<file path="src/rtl/mem_stage_sb_pkg.sv">
// Shared definitions for the MEM stage: instruction short codes, access lengths,
// memctrl-port FSM states and small decode helpers.
package mem_stage_sb_pkg;

  localparam int INST_W = 4;
  localparam int REG_W  = 5;

  localparam logic [INST_W-1:0] INST_NOP = 4'd0;
  localparam logic [INST_W-1:0] INST_LB  = 4'd1;
  localparam logic [INST_W-1:0] INST_LH  = 4'd2;
  localparam logic [INST_W-1:0] INST_LW  = 4'd3;
  localparam logic [INST_W-1:0] INST_LBU = 4'd4;
  localparam logic [INST_W-1:0] INST_LHU = 4'd5;
  localparam logic [INST_W-1:0] INST_SB  = 4'd6;
  localparam logic [INST_W-1:0] INST_SH  = 4'd7;
  localparam logic [INST_W-1:0] INST_SW  = 4'd8;

  localparam logic [2:0] LEN_B = 3'd1;
  localparam logic [2:0] LEN_H = 3'd2;
  localparam logic [2:0] LEN_W = 3'd4;

  typedef enum logic [1:0] {
    S_IDLE    = 2'd0,
    S_ST_BUSY = 2'd1,
    S_LD_BUSY = 2'd2
  } mem_state_e;

  function automatic logic is_load(input logic [INST_W-1:0] inst);
    return inst inside {INST_LB, INST_LH, INST_LW, INST_LBU, INST_LHU};
  endfunction

  function automatic logic is_store(input logic [INST_W-1:0] inst);
    return inst inside {INST_SB, INST_SH, INST_SW};
  endfunction

  function automatic logic [2:0] len_of(input logic [INST_W-1:0] inst);
    case (inst)
      INST_LB, INST_LBU, INST_SB: return LEN_B;
      INST_LH, INST_LHU, INST_SH: return LEN_H;
      default:                    return LEN_W;
    endcase
  endfunction

endpackage

</file>
<file path="src/rtl/mem_store_buffer.sv">
// Circular store FIFO with a combinational CAM that finds the youngest entry
// overlapping a load's byte range and classifies it as a full hit or a partial overlap.
module mem_store_buffer #(
  parameter int ADDR_W = 32,
  parameter int DATA_W = 32,
  parameter int DEPTH  = 4
) (
  input  logic                          clk_in,
  input  logic                          rst_n_in,
  input  logic                          enq_i,
  input  logic [ADDR_W-1:0]             enq_addr_i,
  input  logic [DATA_W-1:0]             enq_data_i,
  input  logic [2:0]                    enq_len_i,
  input  logic                          pop_i,
  input  logic [ADDR_W-1:0]             lk_addr_i,
  input  logic [2:0]                    lk_len_i,
  output logic                          hit_o,
  output logic                          partial_o,
  output logic [DATA_W-1:0]             fwd_data_o,
  output logic [ADDR_W-1:0]             head_addr_o,
  output logic [DATA_W-1:0]             head_data_o,
  output logic [2:0]                    head_len_o,
  output logic [$clog2(DEPTH):0]        count_o,
  output logic                          empty_o,
  output logic                          full_o
);

  localparam int PTR_W = $clog2(DEPTH);
  localparam int CNT_W = PTR_W + 1;
  localparam int AW1   = ADDR_W + 1;

  logic [ADDR_W-1:0] addr_q [DEPTH];
  logic [DATA_W-1:0] data_q [DEPTH];
  logic [2:0]        len_q  [DEPTH];
  logic [DEPTH-1:0]  valid_q;
  logic [PTR_W-1:0]  head_q, tail_q;
  logic [CNT_W-1:0]  count_q;

  logic [DEPTH-1:0]  ovl;
  logic [PTR_W-1:0]  sel, idx;
  logic              any_ovl;

  always_ff @(posedge clk_in or negedge rst_n_in) begin
    if (!rst_n_in) begin
      head_q  <= '0;
      tail_q  <= '0;
      count_q <= '0;
      valid_q <= '0;
    end else begin
      // Clear before set so a full-buffer pop+enqueue on the same slot stays valid.
      if (pop_i) begin
        valid_q[head_q] <= 1'b0;
        head_q          <= head_q + 1'b1;
      end
      if (enq_i) begin
        valid_q[tail_q] <= 1'b1;
        tail_q          <= tail_q + 1'b1;
      end
      case ({enq_i, pop_i})
        2'b10:   count_q <= count_q + 1'b1;
        2'b01:   count_q <= count_q - 1'b1;
        default: count_q <= count_q;
      endcase
    end
  end

  always_ff @(posedge clk_in) begin
    if (enq_i) begin
      addr_q[tail_q] <= enq_addr_i;
      data_q[tail_q] <= enq_data_i;
      len_q[tail_q]  <= enq_len_i;
    end
  end

  // Byte ranges are compared one bit wider than the address so a+len cannot wrap.
  for (genvar gi = 0; gi < DEPTH; gi++) begin : g_ovl
    logic [ADDR_W:0] e_lo, e_hi, l_lo, l_hi;
    assign e_lo    = {1'b0, addr_q[gi]};
    assign e_hi    = e_lo + AW1'(len_q[gi]);
    assign l_lo    = {1'b0, lk_addr_i};
    assign l_hi    = l_lo + AW1'(lk_len_i);
    assign ovl[gi] = valid_q[gi] && (l_lo < e_hi) && (e_lo < l_hi);
  end

  always_comb begin
    any_ovl = 1'b0;
    sel     = '0;
    idx     = '0;
    for (int k = 0; k < DEPTH; k++) begin
      idx = head_q + PTR_W'(k);
      if (ovl[idx]) begin
        any_ovl = 1'b1;
        sel     = idx;
      end
    end
  end

  assign hit_o       = any_ovl && (addr_q[sel] == lk_addr_i) && (len_q[sel] >= lk_len_i);
  assign partial_o   = any_ovl && !hit_o;
  assign fwd_data_o  = data_q[sel];
  assign head_addr_o = addr_q[head_q];
  assign head_data_o = data_q[head_q];
  assign head_len_o  = len_q[head_q];
  assign count_o     = count_q;
  assign empty_o     = (count_q == '0);
  assign full_o      = (count_q == CNT_W'(DEPTH));

endmodule

</file>
<file path="src/rtl/mem_stage_sb.sv">
// MEM pipeline stage: stores retire into a store buffer, loads forward from it or
// go to memctrl; a three-process FSM owns the single memctrl port.
module mem_stage_sb
  import mem_stage_sb_pkg::*;
#(
  parameter int ADDR_W   = 32,
  parameter int DATA_W   = 32,
  parameter int SB_DEPTH = 4,
  parameter int IO_LSB   = 16
) (
  input  logic              clk_in,
  input  logic              rst_n_in,
  input  logic              rdy_in,
  input  logic              valid_in,
  input  logic [INST_W-1:0] inst_in,
  input  logic [REG_W-1:0]  rd_address_in,
  input  logic [DATA_W-1:0] rd_data_in,
  input  logic [ADDR_W-1:0] mem_address_in,
  input  logic              mem_done,
  input  logic [DATA_W-1:0] mem_out,
  output logic              mem_get,
  output logic              mem_wr,
  output logic [ADDR_W-1:0] mem_address,
  output logic [DATA_W-1:0] mem_data,
  output logic [2:0]        mem_len,
  output logic [REG_W-1:0]  rd_address,
  output logic [DATA_W-1:0] rd_data,
  output logic              mem_rd_done,
  output logic              stall_out,
  output logic              sb_empty
);

  localparam int CNT_W = $clog2(SB_DEPTH) + 1;

  mem_state_e        state_q, state_d;
  logic              is_ld, is_st, is_io, ld_issue, pop, enq;
  logic              lk_hit, lk_partial, sb_full;
  logic [2:0]        acc_len, head_len;
  logic [DATA_W-1:0] st_mask, fwd_data, head_data;
  logic [ADDR_W-1:0] head_addr;
  logic [CNT_W-1:0]  sb_count;

  function automatic logic [DATA_W-1:0] extend(input logic [DATA_W-1:0] d,
                                               input logic [INST_W-1:0] inst);
    case (inst)
      INST_LB:  return {{(DATA_W-8){d[7]}}, d[7:0]};
      INST_LH:  return {{(DATA_W-16){d[15]}}, d[15:0]};
      INST_LBU: return {{(DATA_W-8){1'b0}}, d[7:0]};
      INST_LHU: return {{(DATA_W-16){1'b0}}, d[15:0]};
      default:  return d;
    endcase
  endfunction

  assign is_ld   = valid_in && is_load(inst_in);
  assign is_st   = valid_in && is_store(inst_in);
  assign is_io   = (mem_address_in[IO_LSB+1:IO_LSB] == 2'b11);
  assign acc_len = len_of(inst_in);
  assign st_mask = (acc_len == LEN_B) ? {{(DATA_W-8){1'b0}}, 8'hFF} :
                   (acc_len == LEN_H) ? {{(DATA_W-16){1'b0}}, 16'hFFFF} : '1;

  // IO loads only go once the buffer is fully drained; normal loads need no overlap.
  assign ld_issue = is_ld && (is_io ? (sb_count == '0) : !(lk_hit || lk_partial));
  assign pop      = rdy_in && (state_q == S_ST_BUSY) && mem_done;
  assign enq      = rdy_in && is_st && (!sb_full || pop);

  mem_store_buffer #(
    .ADDR_W (ADDR_W),
    .DATA_W (DATA_W),
    .DEPTH  (SB_DEPTH)
  ) u_sb (
    .clk_in      (clk_in),
    .rst_n_in    (rst_n_in),
    .enq_i       (enq),
    .enq_addr_i  (mem_address_in),
    .enq_data_i  (rd_data_in & st_mask),
    .enq_len_i   (acc_len),
    .pop_i       (pop),
    .lk_addr_i   (mem_address_in),
    .lk_len_i    (acc_len),
    .hit_o       (lk_hit),
    .partial_o   (lk_partial),
    .fwd_data_o  (fwd_data),
    .head_addr_o (head_addr),
    .head_data_o (head_data),
    .head_len_o  (head_len),
    .count_o     (sb_count),
    .empty_o     (sb_empty),
    .full_o      (sb_full)
  );

  always_ff @(posedge clk_in or negedge rst_n_in) begin
    if (!rst_n_in)   state_q <= S_IDLE;
    else if (rdy_in) state_q <= state_d;
  end

  always_comb begin
    state_d = state_q;
    case (state_q)
      S_IDLE: begin
        if (ld_issue)             state_d = S_LD_BUSY;
        else if (sb_count != '0)  state_d = S_ST_BUSY;
      end
      S_ST_BUSY: if (mem_done) state_d = S_IDLE;
      S_LD_BUSY: if (mem_done) state_d = S_IDLE;
      default:   state_d = S_IDLE;
    endcase
  end

  // The load address is taken live from ex_mem, which is held by stall_out until mem_done.
  always_comb begin
    mem_get     = 1'b0;
    mem_wr      = 1'b0;
    mem_address = '0;
    mem_data    = '0;
    mem_len     = 3'd0;
    case (state_q)
      S_ST_BUSY: begin
        mem_get     = 1'b1;
        mem_wr      = 1'b1;
        mem_address = head_addr;
        mem_data    = head_data;
        mem_len     = head_len;
      end
      S_LD_BUSY: begin
        mem_get     = 1'b1;
        mem_address = mem_address_in;
        mem_len     = acc_len;
      end
      default: ;
    endcase
  end

  always_comb begin
    rd_address  = rd_address_in;
    rd_data     = rd_data_in;
    mem_rd_done = valid_in && (inst_in != INST_NOP);
    stall_out   = 1'b0;
    if (is_st) begin
      rd_address  = '0;
      rd_data     = '0;
      mem_rd_done = 1'b0;
      stall_out   = sb_full && !pop;
    end else if (is_ld) begin
      rd_data     = '0;
      mem_rd_done = 1'b0;
      stall_out   = 1'b1;
      if (!is_io && lk_hit) begin
        rd_data     = extend(fwd_data, inst_in);
        mem_rd_done = 1'b1;
        stall_out   = 1'b0;
      end else if ((state_q == S_LD_BUSY) && mem_done) begin
        rd_data     = extend(mem_out, inst_in);
        mem_rd_done = 1'b1;
        stall_out   = 1'b0;
      end
    end
    if (!rdy_in) stall_out = 1'b1;
  end

endmodule

</file>
<file path="config.mk">
export PLATFORM = sky130hd
export DESIGN_NAME = mem_stage_sb
export DESIGN_NICKNAME = d
export VERILOG_FILES = /design/src/rtl/mem_stage_sb_pkg.sv /design/src/rtl/mem_store_buffer.sv /design/src/rtl/mem_stage_sb.sv
export SDC_FILE = /design/constraint.sdc
export NUM_CORES = 1
export LEC_CHECK = 0
export BUFFER_PORTS_ARGS = -buffer_cell sky130_fd_sc_hd__buf_4
export CORE_AREA = 2 2 216 218
export CTS_BUF_LIST = sky130_fd_sc_hd__clkbuf_16
export DETAILED_ROUTE_END_ITERATION = 7
export DIE_AREA = 0 0 218 220
export PLACE_DENSITY = 0.77
export RECOVER_POWER = 100
export SLEW_MARGIN = 20
export SYNTH_ARGS = -nofsm -noshare
export SYNTH_HDL_FRONTEND = slang
export SYNTH_HIERARCHICAL = 1
export SYNTH_SLANG_ARGS = --single-unit
export TNS_END_PERCENT = 50
</file>
<file path="constraint.sdc">
create_clock -name clk_in -period 11.6 [get_ports clk_in]
set_input_delay 1.74 -clock clk_in [delete_from_list [all_inputs] [get_ports clk_in]]
set_output_delay 1.74 -clock clk_in [all_outputs]
set_load 0.03 [all_outputs]
</file>
==> out/metrics.csv, run 1 <==
stage,metric,value,unit
yosys,yosysUniqueCellTypes,103,
floorplanning,ios,219,
hold_path,hp-class,reg2reg,
place,placed_cell_area,0.02855,mm²
timing,worst_slew_pin_slew,1.137,ns
place,post-dp-hpwl,66480,µm
yosys,avgSynthCellArea,9.930,µm²
final_layout,finalCoreUtilization,0.6774,
yosys,seq_area_frac_synth,0.3365,
clock_tree,root_buffer,clkbuf_16,
global_routing,grt_pass1_wl,140300,µm
drt,drc,0,
power_and_ir_drop,vdd_drop_max,0.0001735,V
final_layout,nets,3242,
drt,vias_per_cell,6.863,
timing,rsz0062_at_grt,yes,
critical_path,crit_type,in2out,
yosys,yosys_warnings,6,
timing,max_freq,82.34,MHz
final_layout,num-fill-cells,3492,
critical_path,ff2ff_path_depth,38,
floorplanning,initial_core_util,0.5426,
drt,drt-wirelength-per-cell,27.06,µm
clock_tree,ctsHtreeMaxLevel,2,
critical_path,startpoint_type,primary input,
floorplanning,num_rows,79,
critical_path,cpMostUsedCell,buf_4,
critical_path,rrSetupSlack,2.73,ns
clock_tree,tritoncts,built,
timing,fin_worst_skew,0.01793,ns
critical_path,cp.required,9.86,ns
timing,finalWorstSetupSlack,-0.5445,ns
clock_tree,clkSlewWorstSetupHoldPaths,0.06,ns
floorplanning,dieArea,0.04796,mm²
drt,drt_pass1_iterations,6,
yosys,synth_async_sr_flop_share,0.04626,
clock_tree,cts_buffers,34,
timing,hold_violations,0,
floorplanning,die_h,220,µm
place,io_buffers,218,
global_routing,grt_pass1_vias,23550,
drt,routed_wl,94110,µm
timing,min_period,12.14,ns
timing,fin_crit_sh,1.047,
final_layout,final_area,0.03107,mm²
final_layout,diodes,0,
clock_tree,cts.sinks,281,
timing,relSlewSlack,0.2422,
yosys,synth_seq_cells,281,
run_status,failed_checks,setup timing,
yosys,synth_edf_count,268,
yosys,netlist_area,0.02488,mm²
critical_path,end_kind,primary output,
job,maxCapViolations,0,
critical_path,cpPeakStageDelay,0.69,ns
global_routing,antenna_found_initial,3,
drt,drt_iter0_markers,2926,
power_and_ir_drop,power,0.005802,W
global_routing,grt_max_degree,49,
final_layout,stdcell_count,3478,
final_layout,areaGrowthSynthToFinish,24.85,%
timing,worst_hold_slack,0.5314,ns
clock_tree,insertion_delay,0.56,ns
hold_path,holdPathStages,1,
clock_tree,hold_buffers,0,
power_and_ir_drop,power_density,186.8,mW/mm²
yosys,syn_inst,2506,
yosys,synth_ff_type,edfxtp_1,
final_layout,drive_gt1_frac,0.2564,
power_and_ir_drop,p_leak,12.00,nW
run_status,status,"complete, but fails checks",
floorplanning,core_area,0.04586,mm²
global_routing,groute.usage.overall,0.3866,
critical_path,crit_slowest_cell,nor3_1,
timing,drv_slew,0,
clock_tree,clock_path_buffers,3,
timing,setup_violations,34,
floorplanning,die_w,218,µm
drt,num_vias,23870,
critical_path,arrival,10.40,ns
critical_path,critPathMaxFanout,8,
place,place_inst,3376,
yosys,syn_nets,2902,
global_routing,grt_overflow,0,
drt,antenna_left,0,
place,routabilityCongestion,1.026,
-- cell type report --
| class | count | area [µm²] | area share |
|---|---|---|---|
| multi-input cells | 2035 | 16980 | 0.5465 |
| flip-flops and latches | 281 | 8381 | 0.2698 |
| repair buffers | 443 | 3649 | 0.1174 |
| clock buffers | 35 | 875.8 | 0.02819 |
| well taps | 607 | 759.5 | 0.02445 |
| clock inverters | 26 | 232.7 | 0.007491 |
| inverters | 51 | 191.4 | 0.006162 |
-- state kept, by name, summed over array words and instances, names as in the netlist --
| register | flops |
|---|---|
| state_q | 2 |
| u_sb/addr_q | 128 |
| u_sb/count_o | 3 |
| u_sb/data_q | 128 |
| u_sb/head_q | 2 |
| u_sb/len_q | 12 |
| u_sb/tail_q | 2 |
| u_sb/valid_q | 4 |
-- layer usage --
metal / share of wire / global-route usage
met4: 0.050 / 0.1966
met5: 0 / 0
met2: 0.47 / 0.6328
met3: 0.11 / 0.07039
met1: 0.37 / 0.4918
-- Yosys cell counts (all sizes together) (8+ instances only) --
master     n  area, µm²
a21o      35      271.5
nand4    102      665.6
nand3     68      345.3
o221a     13      146.4
mux2i     36      360.4
o21ai     60      307.8
nor3      23      126.4
dfrtp     13      325.3
o21a      13      97.59
buf       59      367.9
ha       280       3503
a2111oi    8      76.32
nor2b     28      175.2
xor2      96      840.8
a21oi    100      515.5
nand2b    13      81.33
a311oi    25      231.5
nand2    333       1250
nor4      12      81.33
and4      13      113.9
a31oi     40      265.3
edfxtp   268       8048
nor2     152      583.1
o2111ai   19      166.4
o211ai    79      593.1
and2      64      400.4
clkbuf    81      304.0
and3      77      481.7
o31ai     40      305.3
a211oi    32      265.3
or3        9      56.30
inv       50      187.7
a21boi    10      97.60
a22oi     36      275.3
mux4      67       1509
xnor2     82      718.2
-- cell families after synthesis --
kind of cell / count (synthesis) / synth area share
mux: 106 / 0.07663
fa+ha+maj: 286 / 0.1456
compound gates: 552 / 0.1616
buf+inv: 191 / 0.03469
xor+xnor: 178 / 0.06265
simple gates: 912 / 0.1824
flops: 281 / 0.3365
-- power breakdown --
group,leakage [nW],switching [W],internal (W)
combinational,8.87,0.00199,0.00143
clock,0.550,0.000465,0.000621
sequential,2.58,0.000126,0.00116
-- placed cells by master, fill, tap and decap left out, types with 35 or more instances in the layout --
cell type | synthesis | layout
buf_4 | 8 | 353
edfxtp_1 | 268 | 268
a21oi_1 | 96 | 91
nand3_1 | 67 | 64
nand2_1 | 333 | 315
o211ai_1 | 79 | 79
and3_1 | 77 | 75
clkbuf_16 | 0 | 35
xnor2_1 | 82 | 77
o21ai_0 | 55 | 50
and2_1 | 63 | 58
ha_1 | 280 | 268
mux4_2 | 67 | 67
buf_6 | 12 | 42
xor2_1 | 96 | 89
mux2i_1 | 36 | 35
nand4_1 | 99 | 99
a31oi_1 | 39 | 37
inv_1 | 49 | 48
nor2_1 | 149 | 142
-- critical path: cells and delay by family --
kind | cells | cell delay (ns)
and+or+nand+nor | 10 | 2.51
AOI/OAI and AO/OA | 9 | 2.22
buffers and inverters | 15 | 2.05
adders and majority gates | 4 | 0.97
muxes | 2 | 0.53
xor gates and xnor gates | 2 | 0.33
-- what timing repair did --
action                     in CTS  in global routing
setup endpoints to repair      34                 34
gates resized for setup       128                 89
gates cloned                    4                  0
pin swaps                      58                 60
setup buffers                  25                 15
-- through the flow --
stage / worst slack (ns) / setup TNS [ns]
final: -0.5445 / -13.62
after global routing: -0.7685 / -21.97
after CTS: -0.1446 / -2.513
after detailed placement: -1.008 / -29.75
after global placement: -0.9942 / -29.21
after floorplan: 0.04755 / 0
-- path summary, 6_finish.rpt --
kind / from / end
worst max-delay path: inst_in[0] / rd_data[14]
worst min-delay path: u_sb/count_o[2]$_DFFE_PN0P_ / u_sb/count_o[2]$_DFFE_PN0P_
worst max register to register: u_sb/addr_q[0][0]$_DFFE_PP_ / state_q[1]$_DFFE_PN0P_
worst min register to register: u_sb/count_o[2]$_DFFE_PN0P_ / u_sb/count_o[2]$_DFFE_PN0P_
max in group asynchronous: rst_n_in / u_sb/head_q[1]$_DFFE_PN0P_
min in group asynchronous: rst_n_in / u_sb/tail_q[1]$_DFFE_PN0P_
No activity file was read; power rests on OpenSTA's default activity.
==> run 2: changes to the inputs <==
--- a/config.mk
+++ b/config.mk
@@ -12,6 +12,7 @@
 export DIE_AREA = 0 0 218 220
 export PLACE_DENSITY = 0.77
 export RECOVER_POWER = 100
+export SETUP_SLACK_MARGIN = 0.1
 export SLEW_MARGIN = 20
 export SYNTH_ARGS = -nofsm -noshare
 export SYNTH_HDL_FRONTEND = slang
==> run 2 against run 1 <==
Against the previous run: the run now ends clean; sequential cell count did not move; fmax grew 4.7%; count of clock-buffer cells in the layout is 4 lower; sequential power about the same; critical path depth increased by 4; critical path type unchanged; critical endpoint is now rd_data[9]; highest routed layer unchanged.
==> out/metrics.csv, run 2 (synthesized netlist as in run 1, its figures left out) <==
stage,metric,value,unit
drt,drc,0,
final_layout,areaGrowthSynthToFinish,24.19,%
drt,antenna_left,0,
critical_path,cpPeakStageDelay,0.44,ns
clock_tree,insertion_delay,0.60,ns
final_layout,reg_top3,"u_sb/addr_q (128), u_sb/data_q (128), u_sb/len_q (12)",
global_routing,grt_pass1_wl,139000,µm
place,io_buffers,218,
drt,num_vias,23570,
critical_path,arrival,9.86,ns
critical_path,startpoint_type,primary input,
place,routabilityCongestion,1.033,
drt,drt-wirelength-per-cell,27.00,µm
critical_path,crit_type,in2out,
floorplanning,die_h,220,µm
final_layout,nets,3234,
critical_path,rrSetupSlack,3.11,ns
floorplanning,dieArea,0.04796,mm²
floorplanning,num_rows,79,
critical_path,cp.required,9.86,ns
job,maxCapViolations,0,
floorplanning,ios,219,
final_layout,num-fill-cells,3509,
timing,drv_slew,0,
floorplanning,die_w,218,µm
timing,hold_violations,0,
power_and_ir_drop,power,0.005776,W
final_layout,most-common-layout-cells,"371 x buf_4, 323 x nand2_1, 270 x ha_1, 268 x edfxtp_1, 141 x nor2_1",
final_layout,final_common_cell,buf_4,
clock_tree,cts_buffers,31,
timing,setup_violations,0,
drt,routed_wl,93670,µm
critical_path,critPathMaxFanout,7,
clock_tree,cts.sinks,281,
floorplanning,core_area,0.04586,mm²
timing,rsz0062_at_grt,yes,
drt,drt_iter0_markers,2569,
drt,drt_pass1_iterations,6,
power_and_ir_drop,vdd_drop_max,0.0001574,V
timing,relSlewSlack,0.2690,
global_routing,grt_max_degree,69,
power_and_ir_drop,power_density,186.9,mW/mm²
clock_tree,ctsHtreeMaxLevel,1,
clock_tree,clkSlewWorstSetupHoldPaths,0.07,ns
place,preCtsSetupSlack,-1.079,ns
hold_path,hp-class,reg2reg,
global_routing,antenna_found_initial,1,
timing,max_freq,86.24,MHz
timing,fin_worst_skew,0.01907,ns
floorplanning,initial_core_util,0.5426,
place,post-dp-hpwl,66750,µm
final_layout,drive_gt1_frac,0.2625,
timing,worst_slew_pin_slew,1.096,ns
clock_tree,root_buffer,clkbuf_16,
global_routing,groute.usage.overall,0.3811,
critical_path,crit_slowest_cell,o32ai_4,
drt,vias_per_cell,6.795,
clock_tree,tritoncts,built,
critical_path,end_kind,primary output,
timing,fin_crit_sh,0.9997,
run_status,status,finished clean,
clock_tree,clock_path_buffers,3,
power_and_ir_drop,p_leak,11.93,nW
timing,min_period,11.60,ns
global_routing,grt_overflow,0,
global_routing,grt_pass1_vias,23050,
timing,finalWorstSetupSlack,0.003821,ns
## run 2: cell type report
type                            instances  area (µm²)  area share
Antenna cell                            1       2.502  0.00008098
Clock buffer                           31       775.7     0.02510
Clock inverter                         25       216.5    0.007005
Inverter                               51       193.9    0.006276
Multi-Input combinational cell       2034       16930      0.5478
Sequential cell                       281        8381      0.2712
Tap cell                              607       759.5     0.02458
Timing Repair Buffer                  439        3645      0.1179
## run 2: what timing repair did
action                     4_1_cts  5_1_grt
setup endpoints to repair       34       34
gates cloned                     2        1
pin swaps                       43       75
hold buffers                     0        0
buffers inserted                20       12
gates resized for setup         99      105
## run 2: metrics by stage
| step | hold slack, ns | cells | instance area, µm² | TNS, ns | utilization |
|---|---|---|---|---|---|
| final | 0.5180 | 3469 | 30900 | 0 | 0.6738 |
| after global placement | 0.4947 | 3379 | 28580 | -30.41 | 0.6231 |
| after global routing | 0.5356 | 3468 | 30900 | -4.999 | 0.6737 |
| after floorplan | 0.4597 | 2506 | 25360 | 0 | - |
| after detailed placement | 0.4979 | 3379 | 28580 | -31.34 | 0.6231 |
| after CTS | 0.5153 | 3457 | 30320 | 0 | 0.6612 |
## run 2: critical path, delay by kind of cell
kind                     cells  cell delay (ns)
AO/OA/AOI/OAI               14             2.54
XOR/XNOR                     1             0.09
AND/OR/NAND/NOR             13             2.28
buffers and inverters       12             1.64
multiplexers                 1             0.32
adder cells (fa/ha/maj)      5             1.21
## run 2: layer usage
metal	share of wire	routed length, µm	up-vias	track usage
li1	-	-	10290	-
met5	0	0	-	0
met2	0.47	43560	1476	0.6200
met3	0.10	9438	305	0.06101
met4	0.052	4845	0	0.1735
met1	0.38	35830	11500	0.5011
## run 2: report_power, final
group | switching, W | internal [W] | total, W
combinational | 0.00206 | 0.00145 | 0.00351
clock | 0.000431 | 0.000553 | 0.000984
sequential | 0.000120 | 0.00116 | 0.00128
## run 2: final timing paths
path	startpoint	end	cells past startpoint
max	inst_in[2]	rd_data[9]	46
min	u_sb/valid_q[1]$_DFF_PN0_	u_sb/valid_q[1]$_DFF_PN0_	1
max reg2reg	u_sb/addr_q[3][1]$_DFFE_PP_	state_q[0]$_DFFE_PN0P_	37
min reg2reg	u_sb/valid_q[1]$_DFF_PN0_	u_sb/valid_q[1]$_DFF_PN0_	1
max in group asynchronous	rst_n_in	u_sb/head_q[0]$_DFFE_PN0P_	1
min in group asynchronous	rst_n_in	state_q[1]$_DFFE_PN0P_	1
